File: config.mk
export PLATFORM = sky130hd
export DESIGN_NAME = div_unit_flat
export DESIGN_NICKNAME = d
export VERILOG_FILES = /design/src/rtl/div_unit_if.sv /design/src/rtl/div_unit.sv /design/src/flat_wrapper.sv
export SDC_FILE = /design/constraint.sdc
export NUM_CORES = 1
export LEC_CHECK = 0
export CAP_MARGIN = 20
export CORE_MARGIN = 3
export CORE_UTILIZATION = 40
export DETAILED_ROUTE_END_ITERATION = 16
export PLACE_DENSITY_LB_ADDON = 0.12
export SETUP_SLACK_MARGIN = 0.2
export SKIP_CTS_REPAIR_TIMING = 1
export SLEW_MARGIN = 40
export SYNTH_ARGS = -nofsm -noshare
export SYNTH_HDL_FRONTEND = slang
export SYNTH_SLANG_ARGS = --single-unit
File: constraint.sdc
create_clock -name clk -period 8.59 [get_ports clk]
set_clock_uncertainty 0.2 [all_clocks]
set_input_delay 2.577 -clock clk [delete_from_list [all_inputs] [get_ports clk]]
set_output_delay 2.577 -clock clk [all_outputs]
set_load 0.01 [all_outputs]
File: src/rtl/div_unit_if.sv
// Handshake and result bundle between the EX-stage issue logic and the divider.
// The master side launches or flushes a division; the slave side returns the results.
interface div_unit_if #(
   parameter int WIDTH = 32
);
   logic             start;
   logic             cancel;
   logic             is_signed;
   logic [WIDTH-1:0] dividend;
   logic [WIDTH-1:0] divisor;
   logic             busy;
   logic             done;
   logic [WIDTH-1:0] quotient;
   logic [WIDTH-1:0] remainder;

   modport master (
      output start, cancel, is_signed, dividend, divisor,
      input  busy, done, quotient, remainder
   );

   modport slave (
      input  start, cancel, is_signed, dividend, divisor,
      output busy, done, quotient, remainder
   );
endinterface

File: src/rtl/div_unit.sv
// Iterative radix-2 restoring divider for DIV/DIVU: LO receives the quotient, HI the remainder.
// The division runs on operand magnitudes, and the signs are applied in the FINISH cycle.
module div_unit #(
   parameter int WIDTH = 32,
   parameter int CNT_W = 6
) (
   input logic      clk,
   input logic      rst,
   div_unit_if.slave bus
);

   typedef enum logic [1:0] {IDLE, RUN, FINISH} state_t;

   state_t           state;
   state_t           state_next;
   logic             busy;
   logic             launch;
   logic             last_iter;

   logic [WIDTH-1:0] rem_acc;
   logic [WIDTH-1:0] quo_acc;
   logic [WIDTH-1:0] dvsr;
   logic [CNT_W-1:0] count;
   logic             sign_q;
   logic             sign_r;
   logic             div_zero;
   logic             done;
   logic [WIDTH-1:0] quotient;
   logic [WIDTH-1:0] remainder;

   logic             dividend_neg;
   logic             divisor_neg;
   logic [WIDTH-1:0] dividend_abs;
   logic [WIDTH-1:0] divisor_abs;
   logic [WIDTH:0]   shifted;
   logic [WIDTH:0]   trial;
   logic             q_bit;
   logic [WIDTH-1:0] rem_next;
   logic [WIDTH-1:0] quo_next;

   assign launch    = (state == IDLE) && bus.start && !bus.cancel;
   assign last_iter = (count == CNT_W'(WIDTH - 1));

   always_ff @(posedge clk or posedge rst) begin
      if (rst) begin
         state <= IDLE;
      end else begin
         state <= state_next;
      end
   end

   always_comb begin
      state_next = state;
      case (state)
         IDLE: begin
            if (bus.start && !bus.cancel) begin
               state_next = RUN;
            end
         end
         RUN: begin
            if (bus.cancel) begin
               state_next = IDLE;
            end else if (last_iter) begin
               state_next = FINISH;
            end
         end
         FINISH: begin
            state_next = IDLE;
         end
         default: begin
            state_next = IDLE;
         end
      endcase
   end

   always_comb begin
      busy = 1'b0;
      if (state == RUN || state == FINISH) begin
         busy = 1'b1;
      end
   end

   always_comb begin
      dividend_neg = bus.is_signed && bus.dividend[WIDTH-1];
      divisor_neg  = bus.is_signed && bus.divisor[WIDTH-1];
      dividend_abs = dividend_neg ? -bus.dividend : bus.dividend;
      divisor_abs  = divisor_neg  ? -bus.divisor  : bus.divisor;
   end

   // The trial difference carries one extra bit, and its MSB is the borrow that selects restore vs keep.
   always_comb begin
      shifted  = {rem_acc, quo_acc[WIDTH-1]};
      trial    = shifted - {1'b0, dvsr};
      q_bit    = ~trial[WIDTH];
      rem_next = q_bit ? trial[WIDTH-1:0] : shifted[WIDTH-1:0];
      quo_next = {quo_acc[WIDTH-2:0], q_bit};
   end

   // A zero divisor never borrows, so the quotient fills with ones and the remainder collects |dividend|.
   always_ff @(posedge clk or posedge rst) begin
      if (rst) begin
         rem_acc   <= '0;
         quo_acc   <= '0;
         dvsr      <= '0;
         count     <= '0;
         sign_q    <= 1'b0;
         sign_r    <= 1'b0;
         div_zero  <= 1'b0;
         done      <= 1'b0;
         quotient  <= '0;
         remainder <= '0;
      end else begin
         done <= 1'b0;
         if (launch) begin
            rem_acc  <= '0;
            quo_acc  <= dividend_abs;
            dvsr     <= divisor_abs;
            count    <= '0;
            sign_q   <= dividend_neg ^ divisor_neg;
            sign_r   <= dividend_neg;
            div_zero <= (bus.divisor == '0);
         end else if (state == RUN && !bus.cancel) begin
            rem_acc <= rem_next;
            quo_acc <= quo_next;
            count   <= count + CNT_W'(1);
         end else if (state == FINISH && !bus.cancel) begin
            quotient  <= (sign_q && !div_zero) ? -quo_acc : quo_acc;
            remainder <= sign_r ? -rem_acc : rem_acc;
            done      <= 1'b1;
         end
      end
   end

   assign bus.busy      = busy;
   assign bus.done      = done;
   assign bus.quotient  = quotient;
   assign bus.remainder = remainder;

endmodule
File: src/flat_wrapper.sv
// flat-port wrapper written by rule: the top's interface ports become plain ports
module div_unit_flat 
#(
   parameter int WIDTH = 32,
   parameter int CNT_W = 6
)
  (clk, rst, bus_start, bus_cancel, bus_is_signed, bus_dividend, bus_divisor, bus_busy, bus_done, bus_quotient, bus_remainder);
  div_unit_if #(.WIDTH(WIDTH)) bus_i ();
  input logic clk;
  input logic rst;
  input wire logic [$bits(bus_i.start)-1:0] bus_start;
  input wire logic [$bits(bus_i.cancel)-1:0] bus_cancel;
  input wire logic [$bits(bus_i.is_signed)-1:0] bus_is_signed;
  input wire logic [$bits(bus_i.dividend)-1:0] bus_dividend;
  input wire logic [$bits(bus_i.divisor)-1:0] bus_divisor;
  output wire logic [$bits(bus_i.busy)-1:0] bus_busy;
  output wire logic [$bits(bus_i.done)-1:0] bus_done;
  output wire logic [$bits(bus_i.quotient)-1:0] bus_quotient;
  output wire logic [$bits(bus_i.remainder)-1:0] bus_remainder;
  assign bus_i.start = bus_start;
  assign bus_i.cancel = bus_cancel;
  assign bus_i.is_signed = bus_is_signed;
  assign bus_i.dividend = bus_dividend;
  assign bus_i.divisor = bus_divisor;
  assign bus_busy = bus_i.busy;
  assign bus_done = bus_i.done;
  assign bus_quotient = bus_i.quotient;
  assign bus_remainder = bus_i.remainder;
  div_unit #(.WIDTH(WIDTH), .CNT_W(CNT_W)) u_core (.clk(clk), .rst(rst), .bus(bus_i));
endmodule
* Yosys cells after proc, flatten, opt, wreduce, memory -nomap -nowiden
Cells that the tools add are included.
** Word-level totals
- Bits in registers :: 172
- Input bits :: 69
** Operators by class
- $add $sub $neg :: 6
- Equality and inequality tests :: 5
- Mux-type cells :: 19
- Bitwise logic cells :: 4
- Reduce and logical (&&, ||, !) cells :: 16
** Operator list (count)
- 2-to-1 mux 32 bit :: 9
- negation 32 bit :: 4
- subtractor 33 x 32 -> 33 bit :: 1
- logical NOT 32 bit :: 1
- 2-to-1 mux 6 bit :: 2
- logical AND 1 bit :: 8
- adder 6 x 1 -> 6 bit, second input constant :: 1
- == test 6 x 5 -> 1 bit, second input constant :: 1
- 2-to-1 mux 2 bit :: 3
- 2-to-1 mux 1 bit :: 4
- case mux 2 bit (2 select lines) :: 1
- inequality test 3 x 2 -> 1 bit, second input constant :: 1
- inverter 1 bit :: 3
- AND reduction 3 bit :: 1
- == test 2 x 1 -> 1 bit, second input constant :: 1
- == test 2 bit, second input constant :: 1
- logical NOT 1 bit :: 2
- logical NOT 2 bit :: 1
- inequality test 2 bit, second input constant :: 1
- AND reduction 2 bit :: 1
- nonzero test 2 bit :: 1
- logical OR 1 bit :: 1
- XOR 1 bit :: 1

* Logic depth before layout (Yosys ltp)
- Word-level depth :: 5
- Depth in mapped cells :: 13
- Mapped depth without buffers :: 12

* Worst setup path before layout
OpenSTA, ideal clock, no wires.
- Kind :: input -> register
- From :: input port bus_divisor[8]
- To :: register u_core.dvsr[29]
- Setup time :: 0.133 ns
- Arrival :: 4.672 ns
- Required time :: 8.257 ns
- Slack :: 3.584 ns
- Cell stages on the path :: 8
- Path through :: or4_1 > or4_1 > nor3_1 > and3_1 > nand2_1 > o41ai_1 > xor2_1 > o21ai_0
** On the way
- Longest elaborated chain between the ends :: 2
** Ends and longest elaborated chain
- from (decl) :: RTL line flat_wrapper.sv:15 : input wire logic [$bits(bus_i.divisor)-1:0] bus_divisor;
- negation 32 bit :: RTL line div_unit.sv:87 : divisor_abs = divisor_neg ? -bus.divisor : bus.divisor;
- 2-to-1 mux 32 bit :: RTL line div_unit.sv:87
- to (signal assigned) :: RTL line div_unit.sv:117 : dvsr <= divisor_abs;
- to (decl) :: RTL line div_unit.sv:22 : logic [WIDTH-1:0] dvsr;
No other way between the ends.
A chain may end at the register's enable or synchronous reset.

* Worst setup path after layout
- From :: input port bus_divisor[6]
- To :: register u_core.dvsr[29]
Same word-level chain as after synthesis.

==> flow_metrics.tcl <==
set metrics [dict create \
    status "finished clean" \
    viasPerCell 5.26 \
    clk_pin_slew_worst_paths_ps 70 \
    nFillCells 2636 \
    synth-simple-area-share_pct 18.1 \
    finalInstanceArea_um2 13500 \
    hold_path_class "flop to flop" \
    path_class "input port to flop" \
    slowest_stage "or4_1" \
    synth_top_area_cell "dfrtp_1" \
    tightest_slew_ps 749 \
    path_cells "clkdlybuf4s50_1 > or4_1 > or4_1 > nor3_1 > and3_1 > nand2_1 > o41ai_1 > xor2_1 > o21ai_0" \
    die_y_um 173 \
    synth_edf_count 0 \
    insertion_delay_ps 440 \
    grtUsageTotal_pct 19.5 \
    ff_latch_area_um2 4310 \
    rsz0062_at_grt "no" \
    syn_to_final_growth_pct 21.0 \
    synth_area_leaders "dfrtp_1, o21ai_0, nand2_1, xor2_1, xnor2_1" \
    cp.arrival_ps 5410 \
    antenna_cells 0 \
    drive_above_1_share_pct 4.74 \
    ios 135 \
    period_needed_ps 5320 \
    grt_overflow 0 \
    netlist_instances 1344 \
    placed_cell_area_um2 12800 \
    period_share_pct 61.9 \
    clock.fmax_mhz 188 \
    synthAdderAreaFrac_pct 4.67 \
    die_w_um 173 \
    cp-start-kind "input port" \
    ys.flop_type "dfrtp_1" \
    relSlewSlack_pct 49.6 \
    num_rows 60 \
    first_pass_iters 5 \
    p_leak_nw 5.84 \
    tns_ps 0 \
    hold_viol_final 0 \
    num_vias 9603 \
    drt_wl_total_um 29000 \
    crit_path_end_kind "flop" \
    setup_viol 0 \
    place.gp.congestion 0.870 \
    cts_buffers 17 \
    synth-compound-area-share_pct 19.6 \
    cts.sinks 172 \
    multi_input_area_um2 6430 \
    ys_ff_latch 172 \
    async_flop_share_pct 100 \
    cts-root-buf "clkbuf_16" \
    timing.rr.start "u_core.rem_acc[14]" \
    die-area_um2 29900 \
    path_common_cell "or4_1" \
    yosys.area_share.xor_xnor_pct 12.1 \
    yosysUniqueCellTypes 57 \
    yosys.area.top_type_share_pct 38.6 \
    cpPeakStageDelay_ps 570 \
    port_buffers 134 \
    ys_seq_area_share_pct 38.6 \
    grt_pass1_vias 9210 \
    initial_utilization_pct 41.0 \
    drcViolationCount 0 \
    syn_nets 1454 \
    critPathRequiredTime_ps 8680 \
    cts_htree_levels 4 \
    antenna_found_initial 0 \
    final_max_slew_viol_count 0 \
    cts_buffer_depth 2 \
    grt_pass1_wl_um 48600 \
    vdd_drop_max_mv 0.194 \
    total_power_mw 5.29 \
    nets 1552 \
    drt_iter0_drc 742 \
    critPathLaunch "bus_divisor[6]" \
    critPathMaxFanout 5 \
    dp_hpwl_um 21500 \
    cts_tree "built" \
    synth_mux_area_share_pct 2.74 \
    hold_start "u_core.bus.quotient[3]" \
    core_um2 27200 \
    final_core_util_pct 49.6 \
    synth_area_um2 11100 \
    synth_area_per_cell_um2 8.29 \
    maxCapViolCount 0 \
    routedWlPerCell_um 15.9 \
    grt_max_degree 110 \
    pwr_density_cell_nw_per_um2 393 \
    yosysWarnings 0 \
    synth_top_family_by_area "compound AO/OA/AOI/OAI gates" \
    ant_nets 0 \
]
==> sequential cells by signal (all words and copies together), names as in the netlist <==
name,cells
u_core.bus.quotient,32
u_core.rem_acc,32
u_core.sign_r,1
u_core.div_zero,1
u_core.dvsr,32
u_core.count,6
u_core.state,2
u_core.sign_q,1
u_core.bus.remainder,32
u_core.quo_acc,32
u_core.bus.done,1
==> path summary, 6_finish.rpt <==
kind | to | slack, ps | depth (start not counted)
max | u_core.dvsr[29] | 3270 | 9
min | u_core.bus.quotient[3] | 280 | 2
max reg2reg | u_core.rem_acc[1] | 4470 | 11
min reg2reg | u_core.bus.quotient[3] | 280 | 2
max in group asynchronous | u_core.bus.remainder[17] | 4720 | 3
min in group asynchronous | u_core.bus.quotient[12] | 2420 | 2
==> metrics by stage <==
step	cells	setup WS (ps)	hold WS, ps
floorplan	1344	1150	250
global placement	1793	2790	261
detailed placement	1795	2800	270
CTS	1827	3270	286
global route	1827	3020	300
finish	1827	3270	276
==> cell usage in the layout, fill, tap and decap left out, drive strengths merged, types with 5 or more instances in the layout <==
cell,instances
buf,10
nand2b,20
and2,5
o21ai,185
or3,5
o31ai,15
nand4,12
ha,40
dfrtp,172
or4,10
clkdlybuf4s50,134
nor2b,8
nand2,214
xor2,86
o41ai,15
inv,63
mux2i,26
xnor2,67
a21o,10
nor3,19
clkbuf,17
nand3,8
nor4,16
and3,9
nor2,106
a31oi,39
a21oi,97
==> kinds of logic (layout without fill, tap and decap cells) <==
logic type	count (synthesis)	after routing
buffers and inverters	120	231
AND/OR/NAND/NOR	443	443
adder cells (fa/ha/maj)	41	41
XOR/XNOR	153	153
multiplexers	30	30
flip-flops	172	172
AO/OA/AOI/OAI	385	385
==> layout make-up <==
| cell class | count | area share (%) |
|---|---|---|
| Inverter | 55 | 1.57 |
| Sequential cell | 172 | 31.9 |
| Tap cell | 372 | 3.45 |
| Multi-Input combinational cell | 1052 | 47.7 |
| Clock buffer | 17 | 3.16 |
| Timing Repair Buffer | 144 | 10.7 |
| Clock inverter | 15 | 1.45 |
==> synthesized netlist by cell type (8+ instances only) <==
cell type	number
o31ai_1	13
nor4_1	14
nand3_1	8
inv_1	55
a21o_1	10
nand2b_1	18
nor2_1	106
mux2i_1	26
a31oi_1	39
clkbuf_1	54
ha_1	40
o21ai_0	174
and3_1	9
nand2_1	214
o41ai_1	15
xnor2_1	67
o21ai_1	11
nand4_1	12
a21oi_1	97
nor2b_1	8
dfrtp_1	172
nor3_1	19
buf_1	8
xor2_1	85
==> worst max-delay path: cells and delay by family <==
kind                   cells  cell delay (ps)
AO/OA/AOI/OAI              2              400
XOR/XNOR                   1              170
buffers and inverters      1              490
AND/OR/NAND/NOR            5             1770
==> power by group <==
part	internal, mW	leakage [nW]	total [mW]	switching [mW]
clock network	0.446	0.301	0.824	0.378
logic	1.33	3.39	2.91	1.58
registers	1.16	2.15	1.56	0.392
==> metal layers <==
metal	track usage (%)	wire (µm)	up-vias
li1	-	-	4861
met1	30.0	15200	4480
met2	29.2	12200	243
met3	2.99	1310	19
met4	3.68	298	0
met5	0	0	-
Note: power is estimated with default switching activity, not from simulation.
